### src/rtl/axis_uart_pkg.sv
`default_nettype none
`timescale 1ns/1ps
// ============================================================================
// Module   : axis_uart_pkg
// Purpose  : Shared FSM state encoding, parity-mode codes and divider helper
//            for the AXI-Stream UART transmit framer.
// Revision : 1.0 - initial release
// ============================================================================
package axis_uart_pkg;

    typedef logic [2:0] tx_state_t;

    localparam tx_state_t c_ST_IDLE  = 3'd0;
    localparam tx_state_t c_ST_START = 3'd1;
    localparam tx_state_t c_ST_DATA  = 3'd2;
    localparam tx_state_t c_ST_PAR   = 3'd3;
    localparam tx_state_t c_ST_STOP  = 3'd4;

    localparam logic [1:0] c_PAR_NONE = 2'd0;
    localparam logic [1:0] c_PAR_EVEN = 2'd1;
    localparam logic [1:0] c_PAR_ODD  = 2'd2;

    // Zero selects the build-time default; anything below 2 is clamped to 2.
    function automatic logic [15:0] eff_div(input logic [15:0] baud_div,
                                            input logic [15:0] default_div);
        logic [15:0] v;
        v = (baud_div == 16'd0) ? default_div : baud_div;
        return (v < 16'd2) ? 16'd2 : v;
    endfunction

endpackage
`default_nettype wire

### src/rtl/uart_tx_byte_shifter.sv
`default_nettype none
`timescale 1ns/1ps
// ============================================================================
// Module   : uart_tx_byte_shifter
// Purpose  : Serialises one byte per handshake: start, 8 data bits LSB-first,
//            optional parity and 1-2 stop bits, each lasting DIV clocks.
// Revision : 1.0 - initial release
// ============================================================================
module uart_tx_byte_shifter
    import axis_uart_pkg::*;
#(
    parameter logic [1:0]  PAR_MODE    = c_PAR_NONE,
    parameter int          STOP_BITS   = 1,
    parameter logic [15:0] DEFAULT_DIV = 16'd868
) (
    input  logic        clk,
    input  logic        rst,
    input  logic [15:0] i_baud_div,
    input  logic        i_byte_valid,
    input  logic [7:0]  i_byte_data,
    output logic        o_byte_ready,
    output logic        o_byte_done,
    output logic        o_idle,
    output logic        o_tx
);

    tx_state_t   r_state;
    logic [15:0] r_div;
    logic [15:0] r_baud_cnt;
    logic [2:0]  r_bit_cnt;
    logic [7:0]  r_shreg;
    logic        r_par_bit;
    logic        r_stop_cnt;
    logic        r_tx;

    logic w_bit_end;
    logic w_last_stop;
    logic w_take;

    assign w_bit_end    = (r_baud_cnt == (r_div - 16'd1));
    assign w_last_stop  = (STOP_BITS == 1) || r_stop_cnt;
    assign o_byte_done  = (r_state == c_ST_STOP) && w_bit_end && w_last_stop;
    // Ready on the final stop clock too, so the next start bit follows with no gap.
    assign o_byte_ready = (r_state == c_ST_IDLE) || o_byte_done;
    assign w_take       = i_byte_valid && o_byte_ready;
    assign o_idle       = (r_state == c_ST_IDLE);
    assign o_tx         = r_tx;

    always_ff @(posedge clk) begin
        if (rst) begin
            r_state    <= c_ST_IDLE;
            r_div      <= 16'd2;
            r_baud_cnt <= 16'd0;
            r_bit_cnt  <= 3'd0;
            r_shreg    <= 8'd0;
            r_par_bit  <= 1'b0;
            r_stop_cnt <= 1'b0;
            r_tx       <= 1'b1;
        end else if (w_take) begin
            r_state    <= c_ST_START;
            r_div      <= eff_div(i_baud_div, DEFAULT_DIV);
            r_baud_cnt <= 16'd0;
            r_bit_cnt  <= 3'd0;
            r_shreg    <= i_byte_data;
            r_par_bit  <= (PAR_MODE == c_PAR_ODD) ? ~(^i_byte_data) : ^i_byte_data;
            r_stop_cnt <= 1'b0;
            r_tx       <= 1'b0;
        end else if (r_state != c_ST_IDLE) begin
            if (!w_bit_end) begin
                r_baud_cnt <= r_baud_cnt + 16'd1;
            end else begin
                r_baud_cnt <= 16'd0;
                case (r_state)
                    c_ST_START: begin
                        r_state <= c_ST_DATA;
                        r_tx    <= r_shreg[0];
                    end
                    c_ST_DATA: begin
                        if (r_bit_cnt == 3'd7) begin
                            r_bit_cnt <= 3'd0;
                            if (PAR_MODE != c_PAR_NONE) begin
                                r_state <= c_ST_PAR;
                                r_tx    <= r_par_bit;
                            end else begin
                                r_state <= c_ST_STOP;
                                r_tx    <= 1'b1;
                            end
                        end else begin
                            r_bit_cnt <= r_bit_cnt + 3'd1;
                            r_shreg   <= {1'b0, r_shreg[7:1]};
                            r_tx      <= r_shreg[1];
                        end
                    end
                    c_ST_PAR: begin
                        r_state <= c_ST_STOP;
                        r_tx    <= 1'b1;
                    end
                    c_ST_STOP: begin
                        if (w_last_stop) begin
                            r_state <= c_ST_IDLE;
                        end else begin
                            r_stop_cnt <= 1'b1;
                        end
                        r_tx <= 1'b1;
                    end
                    default: begin
                        r_state <= c_ST_IDLE;
                        r_tx    <= 1'b1;
                    end
                endcase
            end
        end
    end

endmodule
`default_nettype wire

### src/rtl/axis_uart_tx_framer.sv
`default_nettype none
`timescale 1ns/1ps
// ============================================================================
// Module   : axis_uart_tx_framer
// Purpose  : AXI-Stream to UART transmitter with holding + shift word stages,
//            TKEEP byte skipping and a completed-byte counter.
// Revision : 1.0 - initial release
// ============================================================================
module axis_uart_tx_framer
    import axis_uart_pkg::*;
#(
    parameter int    UART_SPEED = 115200,
    parameter int    FREQ_HZ    = 100000000,
    parameter int    N_BYTES    = 32,
    parameter string PARITY     = "none",
    parameter int    STOP_BITS  = 1
) (
    input  logic                 clk,
    input  logic                 reset,
    input  logic [N_BYTES*8-1:0] S_AXIS_TDATA,
    input  logic [N_BYTES-1:0]   S_AXIS_TKEEP,
    input  logic                 S_AXIS_TVALID,
    output logic                 S_AXIS_TREADY,
    input  logic [15:0]          BAUD_DIV,
    output logic                 UART_TX,
    output logic                 BUSY,
    output logic [31:0]          TX_BYTE_CNT
);

    localparam logic [1:0]  c_PAR_MODE    = (PARITY == "even") ? c_PAR_EVEN :
                                            (PARITY == "odd")  ? c_PAR_ODD  : c_PAR_NONE;
    localparam logic [15:0] c_DEFAULT_DIV = 16'(FREQ_HZ / UART_SPEED);

    logic                 r_ready_en;
    logic                 r_hold_valid;
    logic [N_BYTES*8-1:0] r_hold_data;
    logic [N_BYTES-1:0]   r_hold_keep;
    logic [N_BYTES*8-1:0] r_word_data;
    logic [N_BYTES-1:0]   r_word_keep;
    logic [31:0]          r_tx_byte_cnt;

    logic                 w_accept;
    logic [N_BYTES-1:0]   w_take_onehot;
    logic [N_BYTES-1:0]   w_keep_after;
    logic [7:0]           w_byte_data;
    logic                 w_byte_valid;
    logic                 w_byte_ready;
    logic                 w_byte_done;
    logic                 w_shift_idle;
    logic                 w_load_word;

    // r_ready_en holds TREADY low through reset and for the first edge after it.
    assign S_AXIS_TREADY = r_ready_en && !r_hold_valid;
    assign w_accept      = S_AXIS_TVALID && S_AXIS_TREADY;
    assign w_byte_valid  = |r_word_keep;
    assign w_take_onehot = r_word_keep & (~r_word_keep + N_BYTES'(1));
    assign w_keep_after  = (w_byte_valid && w_byte_ready) ? (r_word_keep & ~w_take_onehot)
                                                          : r_word_keep;
    assign w_load_word   = r_hold_valid && (w_keep_after == '0);
    assign BUSY          = !(w_shift_idle && !r_hold_valid && (r_word_keep == '0));
    assign TX_BYTE_CNT   = r_tx_byte_cnt;

    always_comb begin
        w_byte_data = 8'd0;
        for (int i = 0; i < N_BYTES; i++) begin
            if (w_take_onehot[i]) begin
                w_byte_data = r_word_data[8*i +: 8];
            end
        end
    end

    always_ff @(posedge clk) begin
        if (reset) begin
            r_ready_en    <= 1'b0;
            r_hold_valid  <= 1'b0;
            r_hold_data   <= '0;
            r_hold_keep   <= '0;
            r_word_data   <= '0;
            r_word_keep   <= '0;
            r_tx_byte_cnt <= 32'd0;
        end else begin
            r_ready_en <= 1'b1;
            if (w_accept) begin
                r_hold_valid <= 1'b1;
                r_hold_data  <= S_AXIS_TDATA;
                r_hold_keep  <= S_AXIS_TKEEP;
            end else if (w_load_word) begin
                r_hold_valid <= 1'b0;
            end
            // An all-zero TKEEP word passes through here and is dropped silently.
            if (w_load_word) begin
                r_word_data <= r_hold_data;
                r_word_keep <= r_hold_keep;
            end else begin
                r_word_keep <= w_keep_after;
            end
            if (w_byte_done) begin
                r_tx_byte_cnt <= r_tx_byte_cnt + 32'd1;
            end
        end
    end

    uart_tx_byte_shifter #(
        .PAR_MODE    (c_PAR_MODE),
        .STOP_BITS   (STOP_BITS),
        .DEFAULT_DIV (c_DEFAULT_DIV)
    ) u_shifter (
        .clk          (clk),
        .rst          (reset),
        .i_baud_div   (BAUD_DIV),
        .i_byte_valid (w_byte_valid),
        .i_byte_data  (w_byte_data),
        .o_byte_ready (w_byte_ready),
        .o_byte_done  (w_byte_done),
        .o_idle       (w_shift_idle),
        .o_tx         (UART_TX)
    );

endmodule
`default_nettype wire

### config.mk
export PLATFORM = sky130hd
export DESIGN_NAME = axis_uart_tx_framer
export DESIGN_NICKNAME = d
export VERILOG_FILES = /design/src/rtl/axis_uart_pkg.sv /design/src/rtl/uart_tx_byte_shifter.sv /design/src/rtl/axis_uart_tx_framer.sv
export SDC_FILE = /design/constraint.sdc
export NUM_CORES = 1
export LEC_CHECK = 0
export CORE_MARGIN = 4
export CORE_UTILIZATION = 49
export DETAILED_ROUTE_END_ITERATION = 7
export PLACE_DENSITY_LB_ADDON = 0.3
export SLEW_MARGIN = 20
export SYNTH_ARGS = -nofsm -noshare
export SYNTH_HDL_FRONTEND = slang
export SYNTH_SLANG_ARGS = --single-unit
### constraint.sdc
create_clock -name clk -period 4.27 [get_ports clk]
set_input_delay 0.854 -clock clk [delete_from_list [all_inputs] [get_ports clk]]
set_output_delay 0.854 -clock clk [all_outputs]
set_load 0.01 [all_outputs]
Word-level counts from Yosys, hierarchy flattened

Cells that the tools add are included.

Bitwise gates (word level): 4
Equality and inequality tests: 9
Mux-type cells: 56
$add $sub $neg: 5
$lt $le $gt $ge: 1
Reductions and logical operators: 26

Operators by type and width:

| operator                                               | number |
|---|---|
| two-way mux 8 bit                                      | 37 |
| adder 32 x 1 -> 32 bit (second input constant)         | 2 |
| bitwise AND 32 bit                                     | 2 |
| logical NOT 32 bit                                     | 2 |
| two-way mux 32 bit                                     | 2 |
| inverter 32 bit                                        | 2 |
| two-way mux 16 bit                                     | 3 |
| OR reduction 32 bit                                    | 1 |
| adder 16 x 1 -> 16 bit (second input constant)         | 1 |
| equality test 16 bit                                   | 1 |
| logical NOT 16 bit                                     | 1 |
| < comparator 16 x 2 -> 1 bit (second input constant)   | 1 |
| subtractor 16 x 1 -> 16 bit (second input constant)    | 1 |
| two-way mux 1 bit                                      | 10 |
| one-hot mux 3 bit (3 select lines)                     | 1 |
| AND reduction 3 bit                                    | 3 |
| nonzero test 2 bit                                     | 4 |
| logical AND 1 bit                                      | 7 |
| equality test 3 x 2 -> 1 bit (second input constant)   | 2 |
| equality test 3 bit (second input constant)            | 2 |
| two-way mux 3 bit                                      | 2 |
| inequality test 2 x 1 -> 1 bit (second input constant) | 2 |
| AND reduction 4 bit                                    | 1 |
| adder 3 x 1 -> 3 bit (second input constant)           | 1 |
| other kinds (9)                                        | 10 |

Logic and storage cells: 115
Output and inout bits: 35
Bits of input ports: 307
Register bits after elaboration: 657

Depth between registers and ports, before layout

Depth after elaboration: 36
Depth in mapped cells: 19
Gate-level depth less buffers: 13

Cells and area by module

Synthesis repeated with hierarchy kept, for this count alone.

Cells, all modules: 3612
Area, all modules: 27237.4 µm²

Modules (own cells, without submodules):

| module               | instances | cells an instance | area each (µm²) | seq. area each (µm²) |
|---|---|---|---|---|
| axis_uart_tx_framer  | 1         | 3246              | 24302.1         | 12211.7 |
| uart_tx_byte_shifter | 1         | 366               | 2935.3          | 940.9 |

Worst setup path before layout

Ideal clock, no wire load.

Path kind: register to register
From: reg u_shifter.r_div[0]
To: reg r_word_data[222]
Buffers on the path: 6
Required time: 4.198 ns
Library setup time: 0.072 ns
Slack: 0.345 ns
Arrival: 3.854 ns
Clock period less this slack: 3.925 ns
Cell stages (with the launch flop): 20
Cell sequence: dfxtp_1 > buf_2 > inv_1 > ha_1 > buf_4 > o21ai_0 > or3_1 > a21oi_1 > o32ai_1 > nor4_1 > o21ai_1 > buf_4 > o31ai_1 > o2111ai_1 > nor4_2 > and2_1 > buf_8 > buf_8 > buf_6 > mux2i_1

Longest elaborated chain between the ends: 8

RTL lines:

| item                        | RTL line                   | text |
|---|---|---|
| from (decl)                 | uart_tx_byte_shifter.sv:28 | `logic [15:0] r_div;` |
| from (signal assigned)      | uart_tx_byte_shifter.sv:61 | `r_div <= eff_div(i_baud_div, DEFAULT_DIV);` |
| subtractor 16 x 1 -> 16 bit | uart_tx_byte_shifter.sv:40 | `assign w_bit_end = (r_baud_cnt == (r_div - 16'd1));` |
| equality test 16 bit        | uart_tx_byte_shifter.sv:40 |  |
| logical AND 1 bit           | uart_tx_byte_shifter.sv:42 | `assign o_byte_done = (r_state == c_ST_STOP) && w_bit_end && w_last_stop;` |
| logical OR 1 bit            | uart_tx_byte_shifter.sv:44 | `assign o_byte_ready = (r_state == c_ST_IDLE) \|\| o_byte_done;` |
| logical AND 1 bit           | axis_uart_tx_framer.sv:57  | `assign w_keep_after = (w_byte_valid && w_byte_ready) ? (r_word_keep & ~w_take_onehot)` |
| two-way mux 32 bit          | axis_uart_tx_framer.sv:57  |  |
| logical NOT 32 bit          | axis_uart_tx_framer.sv:59  | `assign w_load_word = r_hold_valid && (w_keep_after == '0);` |
| logical AND 1 bit           | axis_uart_tx_framer.sv:59  |  |
| to (signal assigned)        | axis_uart_tx_framer.sv:92  | `r_word_data <= r_hold_data;` |
| to (decl)                   | axis_uart_tx_framer.sv:38  | `logic [N_BYTES*8-1:0] r_word_data;` |

Every way passes these cells.
A chain may end at the register's enable or synchronous reset.

Worst setup path after layout

From: reg r_word_keep[7]
To: reg r_word_data[168]

Longest elaborated chain between the ends: 8

RTL lines:

| item                   | RTL line                  | text |
|---|---|---|
| from (decl)            | axis_uart_tx_framer.sv:39 | `logic [N_BYTES-1:0] r_word_keep;` |
| from (signal assigned) | axis_uart_tx_framer.sv:93 | `r_word_keep <= r_hold_keep;` |
| from (signal assigned) | axis_uart_tx_framer.sv:95 | `r_word_keep <= w_keep_after;` |
| inverter 32 bit        | axis_uart_tx_framer.sv:56 | `assign w_take_onehot = r_word_keep & (~r_word_keep + N_BYTES'(1));` |
| adder 32 x 1 -> 32 bit | axis_uart_tx_framer.sv:56 |  |
| bitwise AND 32 bit     | axis_uart_tx_framer.sv:56 |  |
| inverter 32 bit        | axis_uart_tx_framer.sv:57 |  |
| bitwise AND 32 bit     | axis_uart_tx_framer.sv:57 |  |
| two-way mux 32 bit (*) | axis_uart_tx_framer.sv:57 |  |
| logical NOT 32 bit (*) | axis_uart_tx_framer.sv:59 |  |
| logical AND 1 bit (*)  | axis_uart_tx_framer.sv:59 |  |

Every way passes the cells marked *; elsewhere a longest branch is shown, timed or not.

==> metrics.txt <==
fillcell total slightly above 5000; dpl ws -100.0 ps; Worst Path Max Fanout between 50 and 60; Placer Congestion ~0.9; DRT Wirelength roughly 88000 um; final hold vios 0; Reg power frac roughly 45%; Core Rows 87; input/output buffers between 300 and 400; Slew headroom between 30% and 40%; DP Cell Count 4476; status completed; Post-synth ARST share 0%; register bit total from synthesis 657; clock-pin slew on the worst setup and hold paths roughly 60 ps; Logic pwr share a little under an eighth; Clock Path Buffers 3; final total power ~14 mW; Post-DP Area around 0.032 mm^2; Internal about 11 mW; Worst VDD drop about 260 uV; cell taking the most area after synthesis dfxtp_1; power density over the cells around 420 mW/mm^2; CTS Buf Count 70; footprint of the multi-input gates approximately 0.013 mm^2; TNS Setup 0 ps; cell family with most CP delay simple AND/OR/NAND/NOR gates; Finished Layout Cells 4608; worst hold-check path type flip-flop to flip-flop; most common cell in the netlist nand2_1; Buf/Inv on CP 1; slew of the pin with the lowest slew margin slightly below 1000 ps; via count of the routed design around 27000; Yosys cell types between 70 and 80; Fmax between 200 and 250 MHz; WHS 452.2 ps; GRT Total Usage a little over a quarter; Synth Area in Simple Gates between 20 and 25%; Sw Share 25.36%; CTS root buffer clkbuf_16; worst-path cell chain or3_1, or4_1, or2_1, o31ai_2, a31oi_4, nor4_2, nand4b_1, or4_4, buf_12, o21ai_0, a21oi_1; Sink Count about 660; Ys Warns 0; largest family of logic cells by synthesized area simple AND/OR/NAND/NOR gates; Most used DFF post-synth dfxtp_1; Post-CTS Hold Buffers 0; WP data arrival 4630 ps; P&R area growth vs syn 24.35%; Core Region around 0.056 mm^2; routed len/inst 19.14 um; DRC 0; Cell Area, Synth 0.02788 mm^2; most common library cells after synthesis 851 x nand2_1, 657 x dfxtp_1, 576 x a21oi_1, 240 x nand3_1, 195 x clkbuf_1; WP data required around 4700 ps; DRT antenna net count 0; Skew-Pair Late Insertion Delay 620 ps; type of origin of the critical path flip-flop; CP max stage delay roughly 640 ps; Synth Area in Adders less than 1%; XOR/XNOR Fraction of Synth Area between 1.5 and 2%; DPL Wire Length between 50000 and 60000 um; DR vias/cell roughly 5.8; Clk pwr share roughly 43%; Iter 0 DRT Violations approximately 2900; slowest CP cell or4_1; Mapped Cells around 3600; Final Worst Setup Slack 91.25 ps; vias in the first global route about 25000; die area 0.06077 mm^2; Pins Over Slew Limit 0; CP Capture Type flip-flop; syn nets 3880; Initial Utilization ~49%; final clock skew 15.69 ps; Ports approximately 340; Final Cell Area ~0.035 mm^2; Compound-Gate Fraction of Synth Area 19.77%; # nets final 4108; Synth top area share ~47%; share of cells above drive strength 1 under 10%; Max Cap Viol 0; Lkg Pwr 12.10 nW; register area between 0.01 and 0.015 mm^2; leading post-synthesis cells by cell area dfxtp_1 47%, nand2_1 11%, a21oi_1 10%, nand3_1 4.3%, o21ai_0 3.1%; htree depth 3; fin crit period ~4200 ps; Final Util 61.48%; worst setup path category flip-flop to flip-flop; fin crit share 97.86%; global route overflow 0; Post-synth EDFFs 0; register area share after synthesis between 40 and 50%; endpoints failing setup 0; Die X 246.5 um; Pre-Repair DR Iteration Count 6; post-synthesis mux area share 2.913%; first-pass GRT wire length 134600 um; switching power roughly 3.7 mW; Mean Syn Cell Area about 7.8 um^2; Die Ht between 200 and 250 um; antenna violations before repair 5; CTS tree yes; largest net degree at the start of global routing 189
[metal layers]
| metal | share of wire, % | vias up | track usage (%) |
|---|---|---|---|
| li1 | - | 12810 | - |
| met2 | 46 | 1040 | 43.80 |
| met1 | 43 | 12556 | 36.80 |
| met4 | 3.1 | 4 | 10.13 |
| met5 | 0.031 | - | 0 |
| met3 | 8.0 | 174 | 5.670 |
[layout make-up]
| class | count | area share [%] |
|---|---|---|
| antenna | 3 | 0.02166 |
| clock buffer | 106 | 6.179 |
| clock inverter | 19 | 0.7038 |
| inverter | 28 | 0.3104 |
| multi-input combinational | 2586 | 38.56 |
| sequential | 657 | 37.95 |
| tap | 756 | 2.729 |
| timing repair buffer | 453 | 13.55 |
[worst min-delay path, delay by kind of cell (launching register included)]
| family | cells | cell delay [ps] |
|---|---|---|
| AND/OR/NAND/NOR | 1 | 50 |
| flip-flops | 1 | 300 |
| AO/OA/AOI/OAI | 1 | 50 |
[cells by family after synthesis]
logic type	count (synthesis)
AOI/OAI and AO/OA	999
xor gates and xnor gates	58
adders and majority gates	5
buffers and inverters	325
DFF	657
muxes	81
and+or+nand+nor	1443
[cell usage in the layout, fill, tap and decap left out, types with 13 or more instances in the layout]
| cell | n |
|---|---|
| a21oi_1 | 574 |
| a221oi_1 | 22 |
| a31oi_1 | 14 |
| and3_1 | 28 |
| buf_12 | 28 |
| buf_4 | 78 |
| clkbuf_1 | 15 |
| clkbuf_16 | 76 |
| clkbuf_8 | 17 |
| clkdlybuf4s50_1 | 340 |
| dfxtp_1 | 656 |
| inv_1 | 27 |
| mux2i_1 | 80 |
| nand2_1 | 850 |
| nand3_1 | 240 |
| nand3b_1 | 13 |
| nand4_1 | 25 |
| nor2_1 | 139 |
| nor2b_1 | 17 |
| nor3_1 | 41 |
| o21ai_0 | 168 |
| o21ai_1 | 89 |
| o221ai_1 | 13 |
| o22ai_1 | 17 |
| o31ai_1 | 13 |
| or3_1 | 17 |
| xnor2_1 | 21 |
| xor2_1 | 35 |
[power groups by stage]
stage / Clock [mW] / Combinational [mW] / Sequential, mW
floorplan: 0 / 0.936 / 6.55
global placement: 0 / 1.63 / 6.60
detailed placement: 0 / 1.63 / 6.61
CTS: 6.37 / 1.65 / 6.48
global route: 6.60 / 1.85 / 6.49
finish: 6.28 / 1.71 / 6.48
[final timing paths]
check / to / from / slack [ps] / cells past startpoint
setup / recovery: r_word_data[168] / r_word_keep[7] / 90 / 11
hold / removal: r_hold_keep[25] / r_hold_keep[25] / 450 / 2
setup reg to reg: r_word_data[168] / r_word_keep[7] / 90 / 11
hold reg to reg: r_hold_keep[25] / r_hold_keep[25] / 450 / 2
[registers in the layout (all words and copies together), names as in the netlist]
register and count:
r_ready_en 1, TX_BYTE_CNT 32, r_hold_valid 1, u_shifter.o_tx 1, r_word_data 256, u_shifter.r_state 3
r_hold_data 256, r_word_keep 32, u_shifter.r_bit_cnt 3, u_shifter.r_div 16, r_hold_keep 32, u_shifter.r_shreg 8
u_shifter.r_baud_cnt 16
[what timing repair did]
action                                  CTS  global route
resized for setup                         4            21
endpoints found under the setup margin  218           285
pin swaps                                 1             7
gates cloned                              0             2
buffers inserted                          0             2
No activity file was read; power rests on OpenSTA's default activity.
